**config.mk**
```make
export PLATFORM = sky130hd
export DESIGN_NAME = yangmips_div
export DESIGN_NICKNAME = d
export VERILOG_FILES = /design/src/rtl/yangmips_div_pkg.sv /design/src/rtl/yangmips_div.sv
export SDC_FILE = /design/constraint.sdc
export NUM_CORES = 1
export LEC_CHECK = 0
export ABC_AREA = 0
export CORE_UTILIZATION = 59
export CTS_CLUSTER_DIAMETER = 60
export DETAILED_ROUTE_END_ITERATION = 8
export HOLD_SLACK_MARGIN = 0.03
export PLACE_DENSITY = 0.89
export REMOVE_ABC_BUFFERS = 1
export SYNTH_ARGS = -nofsm -noshare
export SYNTH_HDL_FRONTEND = slang
export SYNTH_SLANG_ARGS = --single-unit
```
**constraint.sdc**
```tcl
create_clock -name clk -period 9.1 [get_ports clk]
set_clock_uncertainty 0.1 [all_clocks]
set_input_delay 1.82 -clock clk [delete_from_list [all_inputs] [get_ports clk]]
set_output_delay 1.82 -clock clk [all_outputs]
set_load 0.01 [all_outputs]
```
**src/rtl/yangmips_div_pkg.sv**
```systemverilog
// rtl/yangmips_div_pkg.sv - shared divider definitions: state encoding, handshake levels, data width
package yangmips_defines;

    localparam int DATA_W = 32;

    // Divider FSM states, 2-bit encoding.
    typedef enum logic [1:0] {
        DIV_FREE   = 2'b00,
        DIV_BYZERO = 2'b01,
        DIV_ON     = 2'b10,
        DIV_END    = 2'b11
    } div_state_e;

    localparam logic DIV_RESULT_READY     = 1'b1;
    localparam logic DIV_RESULT_NOT_READY = 1'b0;
    localparam logic DIV_START            = 1'b1;
    localparam logic DIV_STOP             = 1'b0;

    // Two's-complement negate when neg is set; used both for operand
    // magnitudes and for the final sign fix-up.
    function automatic logic [DATA_W-1:0] cond_negate(input logic neg, input logic [DATA_W-1:0] v);
        return neg ? -v : v;
    endfunction

endpackage

```
**src/rtl/yangmips_div.sv**
```systemverilog
// rtl/yangmips_div.sv - multi-cycle signed/unsigned 32-bit restoring divider for the EX stage
//
// Ports:
//   clk           core clock, rising edge
//   rst           synchronous active-low reset
//   signed_div_i  1 = DIV (signed), 0 = DIVU; sampled with start_i
//   opdata1_i     dividend; sampled with start_i
//   opdata2_i     divisor; sampled with start_i
//   start_i       level request, held until ready_o is seen
//   annul_i       cancel the in-flight division
//   result_o      {remainder, quotient}, registered
//   ready_o       result valid, registered
module yangmips_div
    import yangmips_defines::*;
(
    input  logic                  clk,
    input  logic                  rst,
    input  logic                  signed_div_i,
    input  logic [DATA_W-1:0]     opdata1_i,
    input  logic [DATA_W-1:0]     opdata2_i,
    input  logic                  start_i,
    input  logic                  annul_i,
    output logic [2*DATA_W-1:0]   result_o,
    output logic                  ready_o
);

    div_state_e              state_q;
    logic [5:0]              cnt_q;
    logic [2*DATA_W:0]       work_q;
    logic [2*DATA_W:0]       work_d;
    logic [DATA_W-1:0]       divisor_q;
    logic                    neg_quot_q;
    logic                    neg_rem_q;

    logic                    op1_neg;
    logic                    op2_neg;
    logic [DATA_W:0]         diff;
    logic [DATA_W-1:0]       quot_fix;
    logic [DATA_W-1:0]       rem_fix;

    assign op1_neg = signed_div_i & opdata1_i[DATA_W-1];
    assign op2_neg = signed_div_i & opdata2_i[DATA_W-1];

    // work_q[64:32] is the partial remainder with the next dividend bit
    // already shifted in; a borrow out of the 33-bit subtract means the
    // divisor does not fit this step.
    assign diff = work_q[2*DATA_W:DATA_W] - {1'b0, divisor_q};

    always_comb begin
        work_d = '0;
        if (diff[DATA_W]) begin
            work_d = {work_q[2*DATA_W-1:0], 1'b0};
        end else begin
            work_d = {diff[DATA_W-1:0], work_q[DATA_W-1:0], 1'b1};
        end
    end

    // After 32 steps the quotient sits in the low word and the remainder
    // in bits 64:33.
    assign quot_fix = cond_negate(neg_quot_q, work_q[DATA_W-1:0]);
    assign rem_fix  = cond_negate(neg_rem_q, work_q[2*DATA_W:DATA_W+1]);

    always_ff @(posedge clk) begin
        if (!rst) begin
            state_q    <= DIV_FREE;
            cnt_q      <= '0;
            work_q     <= '0;
            divisor_q  <= '0;
            neg_quot_q <= 1'b0;
            neg_rem_q  <= 1'b0;
            ready_o    <= DIV_RESULT_NOT_READY;
            result_o   <= '0;
        end else begin
            case (state_q)
                DIV_FREE: begin
                    if (start_i == DIV_START && !annul_i) begin
                        neg_quot_q <= op1_neg ^ op2_neg;
                        neg_rem_q  <= op1_neg;
                        divisor_q  <= cond_negate(op2_neg, opdata2_i);
                        work_q     <= {{DATA_W{1'b0}}, cond_negate(op1_neg, opdata1_i), 1'b0};
                        cnt_q      <= '0;
                        state_q    <= (opdata2_i == '0) ? DIV_BYZERO : DIV_ON;
                    end
                end
                DIV_BYZERO: begin
                    if (annul_i) begin
                        state_q <= DIV_FREE;
                    end else begin
                        result_o <= '0;
                        ready_o  <= DIV_RESULT_READY;
                        state_q  <= DIV_END;
                    end
                end
                DIV_ON: begin
                    if (annul_i) begin
                        state_q  <= DIV_FREE;
                        cnt_q    <= '0;
                        ready_o  <= DIV_RESULT_NOT_READY;
                        result_o <= '0;
                    end else if (cnt_q != 6'd32) begin
                        work_q <= work_d;
                        cnt_q  <= cnt_q + 6'd1;
                    end else begin
                        // Fix-up cycle: apply signs and publish.
                        result_o <= {rem_fix, quot_fix};
                        ready_o  <= DIV_RESULT_READY;
                        cnt_q    <= '0;
                        state_q  <= DIV_END;
                    end
                end
                DIV_END: begin
                    if (start_i == DIV_STOP) begin
                        state_q  <= DIV_FREE;
                        ready_o  <= DIV_RESULT_NOT_READY;
                        result_o <= '0;
                    end
                end
                default: begin
                    state_q <= DIV_FREE;
                end
            endcase
        end
    end

endmodule

```
Yosys cells after proc, flatten, opt, wreduce, memory -nomap -nowiden
Cells that the tools add are included.
{"block": "word_totals", "regBits": 172, "out_inout_bits": 65, "wordCells": 68, "input_bits": 69}
{"block": "op_classes", "n_eq_ne": 10, "n_bitwise": 3, "mux": 30, "addsub": 6, "reduce_logical": 11}
{"cell": "$mux 65", "n": 4}
{"cell": "$mux 64", "n": 4}
{"cell": "$pmux 64 s3", "n": 1}
{"cell": "$pmux 65 s2", "n": 1}
{"cell": "$mux 32", "n": 4}
{"cell": "$neg 32->32", "n": 4}
{"cell": "$sub 33x32->33", "n": 1}
{"cell": "$logic_not 32->1", "n": 1}
{"cell": "$mux 6", "n": 3}
{"cell": "$mux 2", "n": 6}
{"cell": "$pmux 6 s2", "n": 1}
{"cell": "$ne 2x2->1 const B", "n": 5}
{"cell": "$pmux 2 s4", "n": 1}
{"cell": "$reduce_and 4->1", "n": 2}
{"cell": "$add 6x1->6 const B", "n": 1}
{"cell": "$ne 6x6->1 const B", "n": 1}
{"cell": "$eq 2x2->1 const B", "n": 2}
{"cell": "$mux 1", "n": 4}
{"cell": "$reduce_and 2->1", "n": 2}
{"cell": "$ne 3x3->1 const B", "n": 1}
{"cell": "$pmux 1 s3", "n": 1}
{"cell": "$reduce_and 3->1", "n": 1}
{"cell": "$reduce_bool 3->1", "n": 1}
{"cell": "$and 1x1->1", "n": 2}
{"cell": "6 further kinds", "n": 6}

Depth between registers and ports, before layout
Gate-level depths: netlist of the first run.
{"block": "logic_depth", "ltp_word": 5, "depth_mapped": 14, "mapped_depth_nobuf": 11}

Least setup slack after synthesis of the first run
OpenSTA, ideal clock, no wires.
{"block": "synth_timing", "path_type": "input to register", "start": "input opdata1_i[5]", "end": "register work_q[30]", "stages": 8, "path_slack_ns": 4.880, "arrival_ns": 3.997, "n_path_buf": 0, "required_ns": 8.877, "setup_ns": 0.123, "cell_sequence": "or4_1 -> or3_4 -> nor4_4 -> nand3b_1 -> o41a_1 -> xor2_1 -> a221oi_1 -> nor2b_1"}
{"block": "synth_via", "elab_chain_cells": 4}
{"item": "from (decl)", "line_no": "yangmips_div.sv:19", "text": "input logic [DATA_W-1:0] opdata1_i,"}
{"item": "$neg 32->32", "line_no": "yangmips_div_pkg.sv:22", "text": "return neg ? -v : v;"}
{"item": "$mux 32", "line_no": "yangmips_div_pkg.sv:22"}
{"item": "$mux 65", "line_no": "yangmips_div.sv:76", "text": "if (start_i == DIV_START && !annul_i) begin"}
{"item": "$pmux 65 s2", "line_no": "yangmips_div.sv:74", "text": "case (state_q)"}
{"item": "to (signal assigned)", "line_no": "yangmips_div.sv:80", "text": "work_q <= {{DATA_W{1'b0}}, cond_negate(op1_neg, opdata1_i), 1'b0};"}
{"item": "to (signal assigned)", "line_no": "yangmips_div.sv:101", "text": "work_q <= work_d;"}
{"item": "to (decl)", "line_no": "yangmips_div.sv:29", "text": "logic [2*DATA_W:0] work_q;"}
No other way between the ends. The select of a mux whose other input is x is not followed.
A chain may end at the register's enable or synchronous reset.

Worst setup path in the final report of the first run
{"block": "layout_timing", "start": "input annul_i", "end": "register work_q[22]"}
{"block": "layout_via", "elab_chain_cells": 4, "elab_cells_between_ends": 5, "classes_between": "2 x eq/ne; 3 x reduce/logical"}
{"item": "from (decl)", "line_no": "yangmips_div.sv:22", "text": "input logic annul_i,"}
{"item": "$logic_not 1->1", "line_no": "yangmips_div.sv:76"}
{"item": "$logic_and 1x1->1", "line_no": "yangmips_div.sv:76"}
{"item": "$ne 2x2->1 (no source line)"}
{"item": "$reduce_and 4->1 (no source line) (*)"}
Every way passes the cells marked *; elsewhere a longest branch is shown, timed or not.

==> flow_summary.toml, run 1 <==
[floorplanning]
num_io_pins = 134
die_h_um = 141
start_util = 0.605
dieArea_mm2 = 0.0198
die-width_um = 141
coreArea_mm2 = 0.0188
std_cell_rows = 50

[synth]
synthFlopType = "dfxtp_1"
synthSimpleGateAreaFrac = 0.223
synthXorXnorAreaFrac = 0.109
synth_cell_types = 65
ys_ff_latch = 172
synth-edff-count = 0
synth_top_family_by_area = "compound AO/OA/AOI/OAI gates"
yosysWarnings = 0
synth.most_common_cell = "nand2_1"
ys_seq_area_frac = 0.303
synth_commonest_cells = "218 x nand2_1, 172 x dfxtp_1, 110 x o21ai_0, 87 x xnor2_1, 77 x clkbuf_1"
synthTopCellsByArea = "dfxtp_1 30%, nand2_1 7.2%, xnor2_1 6.7%"
synth-async-reset-ratio = 0
avgSynthCellArea_um2 = 7.81
yosysTopAreaCellShare = 0.303
synth.area.mux_share = 0.00705
synthCells = 1453
synth_area_mm2 = 0.0114
synth_largest_area_cell = "dfxtp_1"
synth_fa_ha_area_frac = 0.0492
synth-compound-area-share = 0.259

[timing]
finalHoldViolCount = 0
min_period_over_period = 0.550
setup_viol = 0
slew_headroom = 0.221
fin_crit_ps = 5010
worstMarginPinSlew_ps = 1170
holdWs_ps = 354
rsz0062_at_grt = "no"
drv_slew = 0
clock.fmax_ghz = 0.200
setup_tns_ps = 0

[setup_path]
ff2ff_setup_slack_ps = 4850
regToRegEndpoint = "work_q[45]"
cp_data_required_time_ps = 9320
cp_max_fo = 65
crit_path_end_kind = "register"
crit_arrival_ps = 5230
r2r_start = "work_q[33]"
reg2regPathDepth = 10
critical_path_class = "input pin to register"
cp-start-kind = "input pin"

[detailed_routing]
drc = 0
wirelength_um = 30500
first_iter_violations = 1007
wl_per_cell_um = 17.2
viasPerCell = 6.31
dr_total_vias = 11200
ant_nets = 0
firstDrtPassIters = 5

[pwr]
ir_worst_vdd_mv = 0.162
power.leakage_nw = 5.27
total_power_mw = 2.81
power.density_mw_per_mm2 = 211

[clock_tree]
cts-hold-fix-buffers = 0
post_cts_buffers = 0
clock_sinks = 172
cts-root-buf = "clkbuf_16"
clock_latency_ps = 440
cts_made_buffers = 17
ctsLongestPathBuffers = 2
cts_tree = "built"
cts-htree-levels = 4
cts_resized = 0
cts.reportedPaths.clkPinSlew_ps = 60

[global_route]
overflow = 0
grt_max_degree = 101
grt_util_all_layers = 0.309
grt_pass1_wl_um = 49900
grt_pass1_vias = 10300
antenna_found_initial = 0

[place]
portBuffers = 133
place_congestion = 0.916
dp_hpwl_um = 21500

[worst_hold_path]
hold_depth = 2
hold_end = "result_o[58]"
hp-class = "register to register"
min-delay-start = "result_o[58]"

[finish]
final_nets = 1641
n_antenna_cell = 0
drive_gt1_frac = 0.0409
area_growth_pct = 17.0

[run_status]
status = "completed"

[run]
maxCapViolations = 0
==> critical path, stage by stage <==
cell	delay [ps]
clkdlybuf4s50_1	610
or3_2	890
o21ai_0	480
and2_1	660
and3_1	410
a221oi_1	270
nor2b_1	80
==> kinds of logic (layout without fill, tap and decap cells) <==
logic type	after synthesis	count (layout)
and+or+nand+nor	511	511
AOI/OAI and AO/OA	430	430
DFF	172	172
buffers and inverters	147	235
xor gates and xnor gates	141	141
adders and majority gates	44	44
muxes	8	8
==> per-stage QoR <==
step	setup WS (ps)	instance area, µm²	util	cells
after floorplan	1470	11000	-	1367
after global placement	3850	12700	0.678	1743
after detailed placement	3790	12700	0.678	1743
after CTS	4170	13300	0.708	1775
after global routing	3740	13300	0.708	1775
final	4090	13300	0.708	1775
==> metal layers <==
| metal | global-route usage | routed length (µm) | vias to the layer above |
|---|---|---|---|
| met3 | 0.0445 | 2420 | 73 |
| met5 | 0 | 0 | - |
| met1 | 0.403 | 12800 | 5222 |
| met2 | 0.511 | 14400 | 536 |
| li1 | - | - | 5366 |
| met4 | 0.130 | 809 | 0 |
==> sequential cells by signal, indices dropped and copies added (netlist names) <==
signal,cells
neg_quot_q,1
divisor_q,32
result_o,64
cnt_q,6
neg_rem_q,1
ready_o,1
work_q,65
state_q,2
==> placed cells by master, fill, tap and decap left out, types with 43 or more instances in the layout <==
cell,synthesis,routed
xnor2_1,87,87
o21ai_0,110,109
nor2_1,50,49
a22oi_1,43,43
clkdlybuf4s50_1,0,132
ha_1,43,43
a21oi_1,73,73
nor2b_1,54,54
xor2_1,54,54
inv_1,60,60
nand2_1,218,218
dfxtp_1,172,172
==> area by class of cell <==
cell class                 count  area (µm²)
multi-input combinational   1134        7360
fill                        1447        5490
sequential                   172        3440
timing repair buffer         142        1400
clock buffer                  19         443
tap                          234         293
inverter                      61         229
clock inverter                13         116
==> how the worst max path moves through the flow <==
stage,start,end,slack (ps),depth (start not counted)
after floorplan,annul_i,result_o[23],1470,5
after global placement,annul_i,work_q[1],3850,6
after CTS,annul_i,work_q[22],4170,7
after detailed placement,annul_i,work_q[27],3790,7
final,annul_i,work_q[22],4090,7
after global routing,annul_i,work_q[22],3740,7
==> report_power, final <==
part	internal [mW]	total (mW)	switching, mW
sequential	0.833	0.917	0.0835
clock	0.384	0.705	0.321
combinational	0.423	1.18	0.761
No activity file was read; power rests on OpenSTA's default activity.
==> inputs of run 2 (changes only) <==
- CORE_UTILIZATION: 59 -> 57
- PLACE_DENSITY: 0.89 -> 0.86
- clock period: 9.1 -> 5.2 ns (I/O delays scaled with it)
==> run 2 against run 1 <==
First-iteration DRC count shrank 15%. Hold slack gained 3.8 ps. Sequential share of layout area fell by 0.28 points. Global-route usage shrank 1.3 points. Clock power up 91%. Largest power group unchanged. Non-clock buffer count up 6. Critical path depth is 2 higher. Worst setup slack got worse by 3000 ps. Critical endpoint is now work_q[63].
==> flow_summary.toml, run 2 (synthesis gave the netlist of run 1 again) <==
[setup_path]
critical_path_class = "register to register"
cp-startpoint = "work_q[37]"
cp_data_required_time_ps = 5440
ff2ff_setup_slack_ps = 1140
r2r_start = "work_q[37]"
reg2regPathDepth = 9
regToRegEndpoint = "work_q[63]"
cp_max_fo = 33
critical_path.endpoint = "work_q[63]"
crit_path_end_kind = "register"
crit_arrival_ps = 4310
cp-start-kind = "register"

[global_route]
grt_max_degree = 75
antenna_found_initial = 0
grt_pass1_wl_um = 48600
grt_pass1_vias = 10200
grt_util_all_layers = 0.296
overflow = 0

[finish]
top_regs = "work_q x65, result_o x64, divisor_q x32"
finish.instance_area_mm2 = 0.0134
post-route-util = 0.690
stdcell_count = 1811
final_common_cell = "nand2_1"
regMostFlops = "work_q"
nFillCells = 1558
final_nets = 1647
area_growth_pct = 18.3
n_antenna_cell = 0
largest_reg_flops = 65
multiInputGateArea_mm2 = 0.00736
drive_gt1_frac = 0.0446
area.sequential_mm2 = 0.00344
final_cell_mix = "218 x nand2_1, 172 x dfxtp_1, 132 x clkdlybuf4s50_1, 109 x o21ai_0, 87 x xnor2_1"

[detailed_routing]
viasPerCell = 6.06
firstDrtPassIters = 6
first_iter_violations = 859
drc = 0
dr_total_vias = 11000
wl_per_cell_um = 16.8
ant_nets = 0
wirelength_um = 30400

[pwr]
total_power_mw = 5.04
power.leakage_nw = 5.33
power.density_mw_per_mm2 = 375
ir_worst_vdd_mv = 0.284

[place]
place_congestion = 0.925
pre_cts_ws_ps = 1050
dp_hpwl_um = 21900
portBuffers = 133
postPlaceCellArea_mm2 = 0.0128
dp.cells = 1780

[timing]
holdWs_ps = 357
fin_crit_ps = 4060
fin_ws_ps = 1140
worstMarginPinSlew_ps = 1180
drv_slew = 0
setup_viol = 0
rsz0062_at_grt = "no"
slew_headroom = 0.214
finalHoldViolCount = 0
setup_tns_ps = 0
min_period_over_period = 0.782
clock.fmax_ghz = 0.246

[floorplanning]
std_cell_rows = 51
dieArea_mm2 = 0.0205
start_util = 0.583
die_h_um = 143
coreArea_mm2 = 0.0195
die-width_um = 143
num_io_pins = 134

[clock_tree]
ctsLongestPathBuffers = 2
clock_sinks = 172
cts_tree = "built"
cts-root-buf = "clkbuf_16"
cts.reportedPaths.clkPinSlew_ps = 70
cts_resized = 0
clock_latency_ps = 430
cts_made_buffers = 17
post_cts_buffers = 0
cts-hold-fix-buffers = 0
cts-htree-levels = 4

[run_status]
status = "completed"

[worst_hold_path]
hp-class = "register to register"

[run]
maxCapViolations = 0
## run 2: per-layer routing
layer	wire length [µm]	global-route usage
met5	0	0
met1	12900	0.372
met3	2110	0.0513
met4	620	0.103
met2	14700	0.508
## run 2: worst max-delay path, stage by stage (launching register included)
cell and delay (ps):
dfxtp_1 510, ha_1 350, a21o_1 220, a211oi_1 350, a2111oi_2 130, nor3_2 450, a2111o_1 290, and3_1 880
nor2_1 380, o31ai_1 310
## run 2: where the power goes
group          leakage (nW)  internal [mW]  total, mW  switching (mW)
Sequential             1.39           1.46       1.61           0.150
Combinational          3.64          0.755       2.08            1.32
Clock                 0.302          0.782       1.35           0.572
## run 2: area by class of cell
cell class / instances / share of cell area
repair buffers: 148 / 0.107
multi-input cells: 1134 / 0.548
clock buffers: 18 / 0.0327
flip-flops and latches: 172 / 0.257
inverters: 61 / 0.0171
clock inverters: 13 / 0.0135
well taps: 265 / 0.0247
## run 2: worst min-delay path by stage
| stage | to | slack [ps] | cells after the start | start |
|---|---|---|---|---|
| after floorplan | divisor_q[31] | 340 | 2 | divisor_q[31] |
| after global placement | result_o[61] | 340 | 2 | result_o[61] |
| after detailed placement | result_o[62] | 350 | 2 | result_o[62] |
| after CTS | result_o[62] | 370 | 2 | result_o[62] |
| after global routing | divisor_q[31] | 390 | 2 | divisor_q[31] |
| final | result_o[62] | 360 | 2 | result_o[62] |
